$ cat src/rtl/proc_pkg.sv
// Shared processor definitions: instruction field layout, opcodes, ALU function
// codes and the issue-stage buffer state encoding.
package proc_pkg;

   localparam int OP_HI = 31, OP_LO = 26;
   localparam int RS_HI = 25, RS_LO = 21;
   localparam int RT_HI = 20, RT_LO = 16;
   localparam int RD_HI = 15, RD_LO = 11;
   localparam int SH_HI = 10, SH_LO = 6;
   localparam int FN_HI = 5,  FN_LO = 0;

   localparam logic [5:0] OP_RTYPE = 6'h03;

   localparam logic [5:0] F_ADD  = 6'h20;
   localparam logic [5:0] F_SUB  = 6'h24;
   localparam logic [5:0] F_AND  = 6'h14;
   localparam logic [5:0] F_OR   = 6'h25;
   localparam logic [5:0] F_NOR  = 6'h27;
   localparam logic [5:0] F_SLTU = 6'h2a;
   localparam logic [5:0] F_SLT  = 6'h2b;
   localparam logic [5:0] F_SLL  = 6'h00;
   localparam logic [5:0] F_SRL  = 6'h02;

   typedef enum logic [1:0] {ST_EMPTY, ST_ONE, ST_FULL} buf_state_t;

   // R-type writes rd, everything else writes rt
   function automatic logic [4:0] dest_reg(input logic [31:0] ins);
      return (ins[OP_HI:OP_LO] == OP_RTYPE) ? ins[RD_HI:RD_LO] : ins[RT_HI:RT_LO];
   endfunction

endpackage

$ cat src/rtl/ex_issue_if.sv
// Issue-stage bus: upstream handshake, forwarding sources, downstream ALU handshake.
// master = environment side, slave = ex_issue_stage.
interface ex_issue_if #(parameter int DW = 32);
   logic          flush;
   logic          in_valid;
   logic          in_ready;
   logic [DW-1:0] in_instruction;
   logic [DW-1:0] in_rs_data;
   logic [DW-1:0] in_rt_data;
   logic          ex_wr_en;
   logic [4:0]    ex_wr_reg;
   logic [DW-1:0] ex_wr_data;
   logic          ex_wr_pending;
   logic          mem_wr_en;
   logic [4:0]    mem_wr_reg;
   logic [DW-1:0] mem_wr_data;
   logic          out_valid;
   logic          out_ready;
   logic [DW-1:0] out_instruction;
   logic [DW-1:0] out_r1;
   logic [DW-1:0] out_r2;
   logic [4:0]    out_wr_reg;
   logic          out_wr_en;

   modport master (
      output flush, in_valid, in_instruction, in_rs_data, in_rt_data,
             ex_wr_en, ex_wr_reg, ex_wr_data, ex_wr_pending,
             mem_wr_en, mem_wr_reg, mem_wr_data, out_ready,
      input  in_ready, out_valid, out_instruction, out_r1, out_r2, out_wr_reg, out_wr_en
   );

   modport slave (
      input  flush, in_valid, in_instruction, in_rs_data, in_rt_data,
             ex_wr_en, ex_wr_reg, ex_wr_data, ex_wr_pending,
             mem_wr_en, mem_wr_reg, mem_wr_data, out_ready,
      output in_ready, out_valid, out_instruction, out_r1, out_r2, out_wr_reg, out_wr_en
   );
endinterface

$ cat src/rtl/operand_fwd_mux.sv
// Resolves one source operand against the EX/MEM writers.
// EX_ISSUE_FWD_EN selects forwarding; otherwise any writer match stalls.
module operand_fwd_mux #(
   parameter int DW = 32
) (
   input  logic [4:0]    src,
   input  logic [DW-1:0] rf_data,
   input  logic          ex_wr_en,
   input  logic [4:0]    ex_wr_reg,
   input  logic [DW-1:0] ex_wr_data,
   input  logic          ex_wr_pending,
   input  logic          mem_wr_en,
   input  logic [4:0]    mem_wr_reg,
   input  logic [DW-1:0] mem_wr_data,
   output logic [DW-1:0] data,
   output logic          hazard
);
   logic src_nz, ex_hit, mem_hit;

   assign src_nz  = (src != 5'd0);
   assign ex_hit  = src_nz && ex_wr_en  && (ex_wr_reg  == src);
   assign mem_hit = src_nz && mem_wr_en && (mem_wr_reg == src);

`ifdef EX_ISSUE_FWD_EN
   // a pending EX result shadows any older MEM value, so it must stall
   assign hazard = ex_hit && ex_wr_pending;

   always_comb begin
      data = rf_data;
      if (!src_nz)      data = '0;
      else if (ex_hit)  data = ex_wr_data;
      else if (mem_hit) data = mem_wr_data;
   end
`else
   logic unused_ok;
   assign unused_ok = ^{ex_wr_data, ex_wr_pending, mem_wr_data};

   assign hazard = ex_hit || mem_hit;
   assign data   = src_nz ? rf_data : '0;
`endif

endmodule

$ cat src/rtl/ex_issue_stage.sv
// Issue register ahead of the EX ALU: operand forwarding / load-use stall plus a
// two-entry skid buffer. Optional forwarding via EX_ISSUE_FWD_EN.
module ex_issue_stage
   import proc_pkg::*;
#(
   parameter int DW = 32
) (
   input  logic    clk,
   input  logic    rst,
   ex_issue_if.slave bus
);
   typedef struct packed {
      logic [DW-1:0] ins;
      logic [DW-1:0] r1;
      logic [DW-1:0] r2;
      logic [4:0]    wr_reg;
      logic          wr_en;
   } entry_t;

   buf_state_t    state;
   entry_t        out_q, skid_q, nxt;
   logic [DW-1:0] r1_res, r2_res;
   logic          hz_rs, hz_rt, hazard, ready, accept, fire;
   logic [4:0]    dst;

   operand_fwd_mux #(.DW(DW)) u_fwd_rs (
      .src          (bus.in_instruction[RS_HI:RS_LO]),
      .rf_data      (bus.in_rs_data),
      .ex_wr_en     (bus.ex_wr_en),
      .ex_wr_reg    (bus.ex_wr_reg),
      .ex_wr_data   (bus.ex_wr_data),
      .ex_wr_pending(bus.ex_wr_pending),
      .mem_wr_en    (bus.mem_wr_en),
      .mem_wr_reg   (bus.mem_wr_reg),
      .mem_wr_data  (bus.mem_wr_data),
      .data         (r1_res),
      .hazard       (hz_rs)
   );

   operand_fwd_mux #(.DW(DW)) u_fwd_rt (
      .src          (bus.in_instruction[RT_HI:RT_LO]),
      .rf_data      (bus.in_rt_data),
      .ex_wr_en     (bus.ex_wr_en),
      .ex_wr_reg    (bus.ex_wr_reg),
      .ex_wr_data   (bus.ex_wr_data),
      .ex_wr_pending(bus.ex_wr_pending),
      .mem_wr_en    (bus.mem_wr_en),
      .mem_wr_reg   (bus.mem_wr_reg),
      .mem_wr_data  (bus.mem_wr_data),
      .data         (r2_res),
      .hazard       (hz_rt)
   );

   assign hazard = hz_rs || hz_rt;
   // ready depends only on the registered skid flag and the operand hazard
   assign ready  = (state != ST_FULL) && !hazard;
   assign accept = bus.in_valid && ready;
   assign fire   = (state != ST_EMPTY) && bus.out_ready;

   assign dst        = dest_reg(bus.in_instruction[31:0]);
   assign nxt.ins    = bus.in_instruction;
   assign nxt.r1     = r1_res;
   assign nxt.r2     = r2_res;
   assign nxt.wr_reg = dst;
   assign nxt.wr_en  = (dst != 5'd0);

   always_ff @(posedge clk or posedge rst) begin
      if (rst) begin
         state  <= ST_EMPTY;
         out_q  <= '0;
         skid_q <= '0;
      end else if (bus.flush) begin
         state <= ST_EMPTY;
      end else begin
         case (state)
            ST_EMPTY: if (accept) begin
               out_q <= nxt;
               state <= ST_ONE;
            end
            ST_ONE: begin
               if (accept && fire) out_q <= nxt;
               else if (accept) begin
                  skid_q <= nxt;
                  state  <= ST_FULL;
               end else if (fire) state <= ST_EMPTY;
            end
            ST_FULL: if (fire) begin
               out_q <= skid_q;
               state <= ST_ONE;
            end
            default: state <= ST_EMPTY;
         endcase
      end
   end

   assign bus.in_ready        = ready;
   assign bus.out_valid       = (state != ST_EMPTY);
   assign bus.out_instruction = out_q.ins;
   assign bus.out_r1          = out_q.r1;
   assign bus.out_r2          = out_q.r2;
   assign bus.out_wr_reg      = out_q.wr_reg;
   assign bus.out_wr_en       = out_q.wr_en;

endmodule
$ cat src/flat_wrapper.sv
// flat-port wrapper written by rule: the top's interface ports become plain ports
module ex_issue_stage_flat import proc_pkg::*;
#(
   parameter int DW = 32
)
  (clk, rst, bus_flush, bus_in_valid, bus_in_instruction, bus_in_rs_data, bus_in_rt_data, bus_ex_wr_en, bus_ex_wr_reg, bus_ex_wr_data, bus_ex_wr_pending, bus_mem_wr_en, bus_mem_wr_reg, bus_mem_wr_data, bus_out_ready, bus_in_ready, bus_out_valid, bus_out_instruction, bus_out_r1, bus_out_r2, bus_out_wr_reg, bus_out_wr_en);
  ex_issue_if #(.DW(DW)) bus_i ();
  input  logic clk;
  input  logic rst;
  input wire logic [$bits(bus_i.flush)-1:0] bus_flush;
  input wire logic [$bits(bus_i.in_valid)-1:0] bus_in_valid;
  input wire logic [$bits(bus_i.in_instruction)-1:0] bus_in_instruction;
  input wire logic [$bits(bus_i.in_rs_data)-1:0] bus_in_rs_data;
  input wire logic [$bits(bus_i.in_rt_data)-1:0] bus_in_rt_data;
  input wire logic [$bits(bus_i.ex_wr_en)-1:0] bus_ex_wr_en;
  input wire logic [$bits(bus_i.ex_wr_reg)-1:0] bus_ex_wr_reg;
  input wire logic [$bits(bus_i.ex_wr_data)-1:0] bus_ex_wr_data;
  input wire logic [$bits(bus_i.ex_wr_pending)-1:0] bus_ex_wr_pending;
  input wire logic [$bits(bus_i.mem_wr_en)-1:0] bus_mem_wr_en;
  input wire logic [$bits(bus_i.mem_wr_reg)-1:0] bus_mem_wr_reg;
  input wire logic [$bits(bus_i.mem_wr_data)-1:0] bus_mem_wr_data;
  input wire logic [$bits(bus_i.out_ready)-1:0] bus_out_ready;
  output wire logic [$bits(bus_i.in_ready)-1:0] bus_in_ready;
  output wire logic [$bits(bus_i.out_valid)-1:0] bus_out_valid;
  output wire logic [$bits(bus_i.out_instruction)-1:0] bus_out_instruction;
  output wire logic [$bits(bus_i.out_r1)-1:0] bus_out_r1;
  output wire logic [$bits(bus_i.out_r2)-1:0] bus_out_r2;
  output wire logic [$bits(bus_i.out_wr_reg)-1:0] bus_out_wr_reg;
  output wire logic [$bits(bus_i.out_wr_en)-1:0] bus_out_wr_en;
  assign bus_i.flush = bus_flush;
  assign bus_i.in_valid = bus_in_valid;
  assign bus_i.in_instruction = bus_in_instruction;
  assign bus_i.in_rs_data = bus_in_rs_data;
  assign bus_i.in_rt_data = bus_in_rt_data;
  assign bus_i.ex_wr_en = bus_ex_wr_en;
  assign bus_i.ex_wr_reg = bus_ex_wr_reg;
  assign bus_i.ex_wr_data = bus_ex_wr_data;
  assign bus_i.ex_wr_pending = bus_ex_wr_pending;
  assign bus_i.mem_wr_en = bus_mem_wr_en;
  assign bus_i.mem_wr_reg = bus_mem_wr_reg;
  assign bus_i.mem_wr_data = bus_mem_wr_data;
  assign bus_i.out_ready = bus_out_ready;
  assign bus_in_ready = bus_i.in_ready;
  assign bus_out_valid = bus_i.out_valid;
  assign bus_out_instruction = bus_i.out_instruction;
  assign bus_out_r1 = bus_i.out_r1;
  assign bus_out_r2 = bus_i.out_r2;
  assign bus_out_wr_reg = bus_i.out_wr_reg;
  assign bus_out_wr_en = bus_i.out_wr_en;
  ex_issue_stage #(.DW(DW)) u_core (.clk(clk), .rst(rst), .bus(bus_i));
endmodule
$ cat config.mk
export PLATFORM = sky130hd
export DESIGN_NAME = ex_issue_stage_flat
export DESIGN_NICKNAME = d
export VERILOG_FILES = /design/src/rtl/proc_pkg.sv /design/src/rtl/ex_issue_if.sv /design/src/rtl/operand_fwd_mux.sv /design/src/rtl/ex_issue_stage.sv /design/src/flat_wrapper.sv
export SDC_FILE = /design/constraint.sdc
export NUM_CORES = 1
export LEC_CHECK = 0
export ABC_CLOCK_PERIOD_IN_PS = 7480
export CAP_MARGIN = 30
export CORE_MARGIN = 5
export CORE_UTILIZATION = 47
export CTS_BUF_LIST = sky130_fd_sc_hd__clkbuf_16
export CTS_CLUSTER_SIZE = 20
export DETAILED_ROUTE_END_ITERATION = 8
export GPL_TIMING_DRIVEN = 0
export MAX_ROUTING_LAYER = met4
export PLACE_DENSITY = 0.9
export SETUP_SLACK_MARGIN = 0.05
export SLEW_MARGIN = 20
export SYNTH_ARGS = -nofsm -noshare
export SYNTH_HDL_FRONTEND = slang
export SYNTH_HIERARCHICAL = 1
export SYNTH_SLANG_ARGS = --single-unit
$ cat constraint.sdc
create_clock -name clk -period 7.48 [get_ports clk]
set_clock_uncertainty 0.1 [all_clocks]
set_input_delay 1.122 -clock clk [delete_from_list [all_inputs] [get_ports clk]]
set_output_delay 1.122 -clock clk [all_outputs]
set_load 0.05 [all_outputs]
==> impl_metrics.py, run 1 <==
metrics = {
    "cts": {
        "cts_buffers": 22,
        "ctsResizeCount": 0,
        "cts_setup_buffers": 0,
        "clk-insertion-delay-late_ns": 0.50,
        "ctsLongestPathBuffers": 3,
        "ctsRootBufferMaster": "clkbuf_16",
        "cts.clk_slew.worst_paths_ns": 0.06,
        "cts_hold_buf": 0,
        "h-tree-depth": 1,
        "cts_tree": "built",
        "cts.sinks": 206,
    },
    "setup_path": {
        "reg2reg_depth": 6,
        "r2r_end": "u_core/bus.out_instruction[0]$_DFFE_PP0P_",
        "critPathCaptureType": "primary output",
        "cp_max_fo": 10,
        "worstSetupPathType": "input pin to primary output",
        "startpoint": "bus_in_instruction[17]",
        "r2r_slack_ns": 4.76,
        "start_kind": "input pin",
        "r2r_start": "u_core/state[1]$_DFFE_PP0P_",
        "worstPathRequired_ns": 6.26,
        "worstPathArrival_ns": 4.13,
    },
    "sta": {
        "fmaxAchievable_mhz": 187,
        "rsz0062_at_grt": "no",
        "slew_viol_final": 0,
        "hold_viol": 0,
        "period_needed_ns": 5.35,
        "fin_crit_sh_pct": 71.5,
        "finalWorstSetupSlack_ns": 2.13,
        "setup_violations": 0,
        "slew_headroom_pct": 49.5,
        "worst_pin_slew_ns": 0.758,
    },
    "placed_design": {
        "preCtsSetupSlack_ns": 2.16,
        "numPortBuffers": 216,
        "place.gp.congestion": 0.858,
        "dpl_cell_area_um2": 11800,
        "place_hpwl_mm": 19.0,
    },
    "global_route": {
        "grtUsageTotal_pct": 23.7,
        "antenna_found_initial": 3,
        "grt.overflow.total": 0,
        "grt_pass1_wl_mm": 41.4,
        "grt_pass1_vias": 7945,
        "grt_max_degree": 105,
    },
    "power_and_ir_drop": {
        "intPower_mw": 2.51,
        "pwr-share-clk_pct": 26.1,
        "ir_drop_v": 0.000175,
        "seqPwrFrac_pct": 41.2,
        "switching_share_pct": 35.0,
        "p_leak_nw": 5.44,
        "combPwrFrac_pct": 32.7,
        "p_per_area_nw_per_um2": 309,
        "switchingPower_mw": 1.35,
    },
    "die": {
        "dieArea_um2": 22700,
        "die_w_um": 151,
        "rows": 51,
        "ios": 282,
        "core_um2": 19500,
        "chipHeight_um": 151,
        "start_util_pct": 47.8,
    },
    "logic_synthesis": {
        "syn_area_um2": 9300,
        "synth_compound_area_share_pct": 7.81,
        "synth_warnings": 6,
        "synth_fa_ha_area_share_pct": 0,
        "synthXorXnorAreaFrac_pct": 1.88,
        "synth_seq_cells": 206,
        "synth_cells": 912,
        "yosysTopAreaCell": "dfrtp_1",
        "ys_top_cells_by_area": "dfrtp_1, mux2_2, nand2_1",
        "synth_area_per_cell_um2": 10.2,
        "synth_nets": 1090,
        "yosys.area_share.simple_pct": 18.8,
        "muxShareOfSynthArea_pct": 12.8,
        "synth_top_family_by_area": "simple AND/OR/NAND/NOR gates",
        "synth_top_area_share_pct": 55.5,
        "synth_cell_types": 34,
        "ys_seq_area_share_pct": 55.5,
    },
    "detailed_routing": {
        "viasPerCell": 5.35,
        "totalWireLength_mm": 26.5,
        "drt_pass1_iterations": 5,
        "avgRoutedWirePerCell_um": 18.5,
        "drt_iter0_drc": 406,
        "drtAntennaViolNets": 0,
        "post-route-drc-count": 0,
        "vias": 7678,
    },
    "run": {
        "maxCapViolations": 0,
    },
    "min_path": {
        "holdPathEnd": "u_core/skid_q[5]$_DFFE_PP0P_",
        "hp-start": "u_core/skid_q[5]$_DFFE_PP0P_",
        "hp-class": "flop to flop",
        "hold_depth": 2,
    },
    "final_layout": {
        "syn_to_final_growth_pct": 34.4,
        "fin_nets": 1331,
        "final_cell_area_um2": 12500,
        "final_core_util_pct": 64.2,
        "top_register": "u_core/skid_q",
        "final_layout_size_suffix_gt1_share_pct": 13.8,
        "largest_register_ffs": 102,
        "fillers": 1476,
    },
    "status": {
        "status": "finished, final reports clean",
    },
}
worst max path at each step:
stage	endpoint	slack (ns)	cells past startpoint
after floorplan	u_core/bus.out_instruction[0]$_DFFE_PP0P_	0.63	1
after global placement	u_core/skid_q[19]$_DFFE_PP0P_	-1.83	2
after detailed placement	bus_in_ready	2.16	7
after CTS	bus_in_ready	2.16	7
after global routing	bus_in_ready	2.05	7
final	bus_in_ready	2.13	7
power groups by stage:
stage / Clock, mW / Sequential [mW] / Combinational (mW)
floorplan: 0 / 2.01 / 0.386
global placement: 0 / 1.59 / 1.23
detailed placement: 0 / 1.61 / 1.26
CTS: 1.03 / 1.59 / 1.27
global route: 1.08 / 1.63 / 1.34
finish: 1.01 / 1.59 / 1.26
layout by cell type, fill, tap and decap left out, types with 2 or more instances in the layout:
| master | netlist | layout |
|---|---|---|
| a21oi_1 | 11 | 11 |
| a31oi_1 | 96 | 96 |
| buf_2 | 21 | 21 |
| buf_4 | 10 | 10 |
| clkbuf_1 | 31 | 31 |
| clkbuf_16 | 0 | 23 |
| clkdlybuf4s50_1 | 0 | 216 |
| clkinv_1 | 0 | 5 |
| clkinv_2 | 0 | 4 |
| dfrtp_1 | 206 | 206 |
| diode_2 | 0 | 3 |
| inv_1 | 2 | 6 |
| mux2_1 | 8 | 8 |
| mux2_2 | 93 | 93 |
| mux2i_1 | 5 | 5 |
| nand2_1 | 201 | 201 |
| nand3_1 | 7 | 7 |
| nor2_1 | 106 | 106 |
| nor2_4 | 2 | 2 |
| nor2b_1 | 65 | 65 |
| nor3_1 | 3 | 3 |
| nor4_1 | 4 | 4 |
| o21ai_0 | 6 | 6 |
| or4_4 | 2 | 2 |
| xnor2_1 | 4 | 4 |
| xor2_1 | 16 | 16 |
through the flow:
step / hold slack, ns / setup TNS [ns] / instances / power (mW)
floorplan: 0.350 / 0 / 912 / 2.40
global placement: 0.365 / -373.02 / 1393 / 2.82
detailed placement: 0.374 / 0 / 1394 / 2.87
CTS: 0.387 / 0 / 1432 / 3.89
global route: 0.411 / 0 / 1435 / 4.04
finish: 0.391 / 0 / 1435 / 3.86
layer usage:
metal	share of wire (%)	wire, µm	vias up	global-route usage [%]
li1	-	-	3563	-
met1	41	10800	3748	28.9
met5	0	0	-	-
met4	4.4	1160	0	10.9
met2	49	13100	292	38.9
met3	5.8	1540	75	3.64
final cells by class:
| cell class | count | area (µm²) | share of cell area (%) |
|---|---|---|---|
| sequential | 206 | 5150 | 41.3 |
| tap | 265 | 332 | 2.65 |
| clock inverter | 15 | 87.6 | 0.701 |
| clock buffer | 23 | 576 | 4.61 |
| antenna | 3 | 7.51 | 0.0601 |
| inverter | 2 | 15.0 | 0.120 |
| timing repair buffer | 217 | 2190 | 17.5 |
| buffer | 62 | 297 | 2.37 |
| multi-input combinational | 642 | 3840 | 30.7 |
logic make-up after synthesis:
kind of cell	count (synthesis)
xor+xnor	20
simple gates	398
buf+inv	64
compound gates	118
mux	106
flops	206
synthesized netlist by cell type:
cell type    n
mux2_1       8
buf_2       21
clkbuf_1    31
o32ai_1      1
buf_4       10
o21ai_0      6
o21bai_1     1
nor2_1     106
o21a_1       1
or3_1        1
nor3_1       3
a21oi_1     11
mux2i_1      5
nand3b_1     1
nor2_4       2
xor2_1      16
mux2_2      93
xnor2_1      4
or4_4        2
and2_1       1
nor4b_4      1
nor4_1       4
a31oi_1     96
nor2b_1     65
dfrtp_1    206
a21o_1       1
inv_1        2
nand3_1      7
or2_2        1
nand2_1    201
or4_1        1
nand4_1      1
nand2b_1     1
a21oi_2      1
critical path: stages:
cell and delay (ns):
clkdlybuf4s50_1 0.62, or4_4 0.63, nor2_4 0.26, buf_4 0.26
a21oi_1 0.11, nor3_1 0.22, clkdlybuf4s50_1 0.89
Power figures use the tool's default switching activity.
==> run 2, diff against run 1 <==
--- a/config.mk
+++ b/config.mk
@@ -5,16 +5,16 @@
 export SDC_FILE = /design/constraint.sdc
 export NUM_CORES = 1
 export LEC_CHECK = 0
-export ABC_CLOCK_PERIOD_IN_PS = 7480
+export ABC_CLOCK_PERIOD_IN_PS = 4500
 export CAP_MARGIN = 30
 export CORE_MARGIN = 5
-export CORE_UTILIZATION = 47
+export CORE_UTILIZATION = 43
 export CTS_BUF_LIST = sky130_fd_sc_hd__clkbuf_16
 export CTS_CLUSTER_SIZE = 20
 export DETAILED_ROUTE_END_ITERATION = 8
 export GPL_TIMING_DRIVEN = 0
 export MAX_ROUTING_LAYER = met4
-export PLACE_DENSITY = 0.9
+export PLACE_DENSITY = 0.87
 export SETUP_SLACK_MARGIN = 0.05
 export SLEW_MARGIN = 20
 export SYNTH_ARGS = -nofsm -noshare
==> constraint.sdc (replaced) <==
create_clock -name clk -period 4.5 [get_ports clk]
set_clock_uncertainty 0.1 [all_clocks]
set_input_delay 0.675 -clock clk [delete_from_list [all_inputs] [get_ports clk]]
set_output_delay 0.675 -clock clk [all_outputs]
set_load 0.05 [all_outputs]
==> run 2 against run 1 <==
Against the previous run: worst setup slack worse by 1.7 ns; non-clock buffer count up 5; largest cell class unchanged; power up 70%; highest routed layer unchanged; sequential share of layout area down 0.58 points; clock power up 79%; via count down 0.70%; routed wire length up 0.70%; global-route usage down 1.7 points; sequential cell count unchanged; utilization down 4.3 points; critical path depth up 3.
==> impl_metrics.py, run 2 (synthesis results as in run 1) <==
metrics = {
    "run": {
        "maxCapViolations": 0,
    },
    "final_layout": {
        "fin_nets": 1336,
        "largest_register_ffs": 102,
        "final_cells": 1454,
        "final_layout_size_suffix_gt1_share_pct": 14.4,
        "layout_commonest_cell": "clkdlybuf4s50_1",
        "top_register": "u_core/skid_q",
        "syn_to_final_growth_pct": 36.3,
        "final_cell_mix": "clkdlybuf4s50_1, dfrtp_1, nand2_1",
        "final_core_util_pct": 59.9,
        "final_cell_area_um2": 12700,
    },
    "sta": {
        "fmaxAchievable_mhz": 243,
        "setup_violations": 0,
        "worst_pin_slew_ns": 0.716,
        "hold_viol": 0,
        "period_needed_ns": 4.12,
        "fin_crit_sh_pct": 91.5,
        "rsz0062_at_grt": "no",
        "slew_viol_final": 0,
        "slew_headroom_pct": 52.3,
    },
    "min_path": {
        "hp-class": "flop to flop",
        "hp-start": "u_core/skid_q[3]$_DFFE_PP0P_",
        "hold_depth": 2,
        "holdPathEnd": "u_core/skid_q[3]$_DFFE_PP0P_",
    },
    "setup_path": {
        "cp_max_fo": 10,
        "start_kind": "input pin",
        "worstPathArrival_ns": 4.39,
        "worstSetupPathType": "input pin to flop",
        "r2r_start": "u_core/state[1]$_DFFE_PP0P_",
        "critPathCaptureType": "flop",
        "worstPathRequired_ns": 4.77,
        "r2r_slack_ns": 1.98,
        "r2r_end": "u_core/skid_q[70]$_DFFE_PP0P_",
        "reg2reg_depth": 5,
    },
    "cts": {
        "cts_setup_buffers": 0,
        "cts_buffers": 22,
        "cts.sinks": 206,
        "cts_tree": "built",
        "ctsLongestPathBuffers": 3,
        "cts.clk_slew.worst_paths_ns": 0.06,
        "ctsRootBufferMaster": "clkbuf_16",
        "clk-insertion-delay-late_ns": 0.49,
        "h-tree-depth": 1,
    },
    "placed_design": {
        "dpl_cell_area_um2": 11900,
        "dp_cells": 1409,
        "numPortBuffers": 216,
        "place.gp.congestion": 0.855,
        "place_hpwl_mm": 19.6,
    },
    "detailed_routing": {
        "drt_pass1_iterations": 5,
        "drtAntennaViolNets": 0,
        "vias": 7624,
        "avgRoutedWirePerCell_um": 18.4,
        "totalWireLength_mm": 26.7,
        "post-route-drc-count": 0,
        "viasPerCell": 5.24,
        "drt_iter0_drc": 479,
    },
    "die": {
        "rows": 53,
        "ios": 282,
        "core_um2": 21200,
        "dieArea_um2": 24700,
        "chipHeight_um": 157,
        "start_util_pct": 43.9,
        "die_w_um": 157,
    },
    "power_and_ir_drop": {
        "p_total_mw": 6.56,
        "combPwrFrac_pct": 32.1,
        "switchingPower_mw": 2.26,
        "seqPwrFrac_pct": 40.3,
        "pwr-share-clk_pct": 27.6,
        "p_leak_nw": 5.51,
        "p_per_area_nw_per_um2": 517,
        "switching_share_pct": 34.5,
        "intPower_mw": 4.30,
        "ir_drop_v": 0.000379,
    },
    "global_route": {
        "grt.overflow.total": 0,
        "grtUsageTotal_pct": 22.0,
        "grt_pass1_vias": 7818,
        "grt_pass1_wl_mm": 42.1,
        "grt_max_degree": 36,
        "antenna_found_initial": 3,
    },
    "status": {
        "status": "finished, final reports clean",
    },
}
-- run 2: changes by cell type in the layout (fill, tap and decap cells not counted), sizes merged --
cell	delta
buf	+5
bufinv	+2
clkdlybuf4s50	-1
clkinv	+1
clkinvlp	+1
diode	+2
dlymetal6s2s	+1
inv	-2
-- run 2: worst max-delay path, stage by stage --
cell and delay, ns:
clkdlybuf4s50_1 0.62, or4_4 0.61, nor2_4 0.27, buf_4 0.26, a21oi_1 0.11, nor4b_4 0.37, nand3_1 0.48, buf_2 0.38
buf_2 0.25, mux2_1 0.35
-- run 2: repair_timing --
item	CTS	global route
gates resized for setup	0	2
setup endpoints to repair	0	61
hold buffers	0	0
-- run 2: final cells by class --
class,instances,area (µm²)
antenna,5,12.5
buffer,62,297
clock buffer,23,576
clock inverter,17,149
fill,1728,8480
inverter,2,11.3
multi-input combinational,642,3840
sequential,206,5150
tap,275,344
timing repair buffer,222,2280
-- run 2: through the flow --
step	hold slack (ns)	setup TNS [ns]	worst slack (ns)
global placement	0.364	-120.40	-0.479
global route	0.418	0	0.217
floorplan	0.350	0	1.02
finish	0.387	0	0.384
CTS	0.387	0	0.0635
detailed placement	0.373	-27.90	-0.338
-- run 2: how the worst max path moves through the flow --
| stage | slack [ns] | startpoint | end | depth (start not counted) |
|---|---|---|---|---|
| CTS | 0.06 | bus_in_instruction[20] | bus_in_ready | 7 |
| finish | 0.38 | bus_in_instruction[20] | u_core/skid_q[70]$_DFFE_PP0P_ | 10 |
| floorplan | 1.02 | bus_in_instruction[17] | bus_in_ready | 5 |
| global route | 0.22 | bus_in_instruction[17] | u_core/skid_q[64]$_DFFE_PP0P_ | 10 |
| detailed placement | -0.34 | bus_in_instruction[17] | u_core/bus.out_r1[22]$_DFFE_PP0P_ | 11 |
| global placement | -0.48 | rst | u_core/skid_q[9]$_DFFE_PP0P_ | 2 |
-- run 2: power groups by stage --
| stage | combinational (mW) | sequential, mW | clock [mW] |
|---|---|---|---|
| final | 2.10 | 2.64 | 1.81 |
| after global routing | 2.23 | 2.70 | 1.91 |
| after CTS | 2.12 | 2.64 | 1.85 |
| after detailed placement | 2.11 | 2.67 | 0 |
| after global placement | 2.05 | 2.64 | 0 |
| after floorplan | 0.641 | 3.34 | 0 |
-- run 2: routing by layer --
| metal | track usage (%) | wire length (µm) | vias to the layer above | part of all wire (%) |
|---|---|---|---|---|
| met5 | - | 0 | - | 0 |
| met4 | 5.98 | 638 | 0 | 2.4 |
| met3 | 3.44 | 1590 | 40 | 6.0 |
| met2 | 36.0 | 13300 | 253 | 50 |
| met1 | 28.8 | 11200 | 3763 | 42 |
| li1 | - | - | 3568 | - |
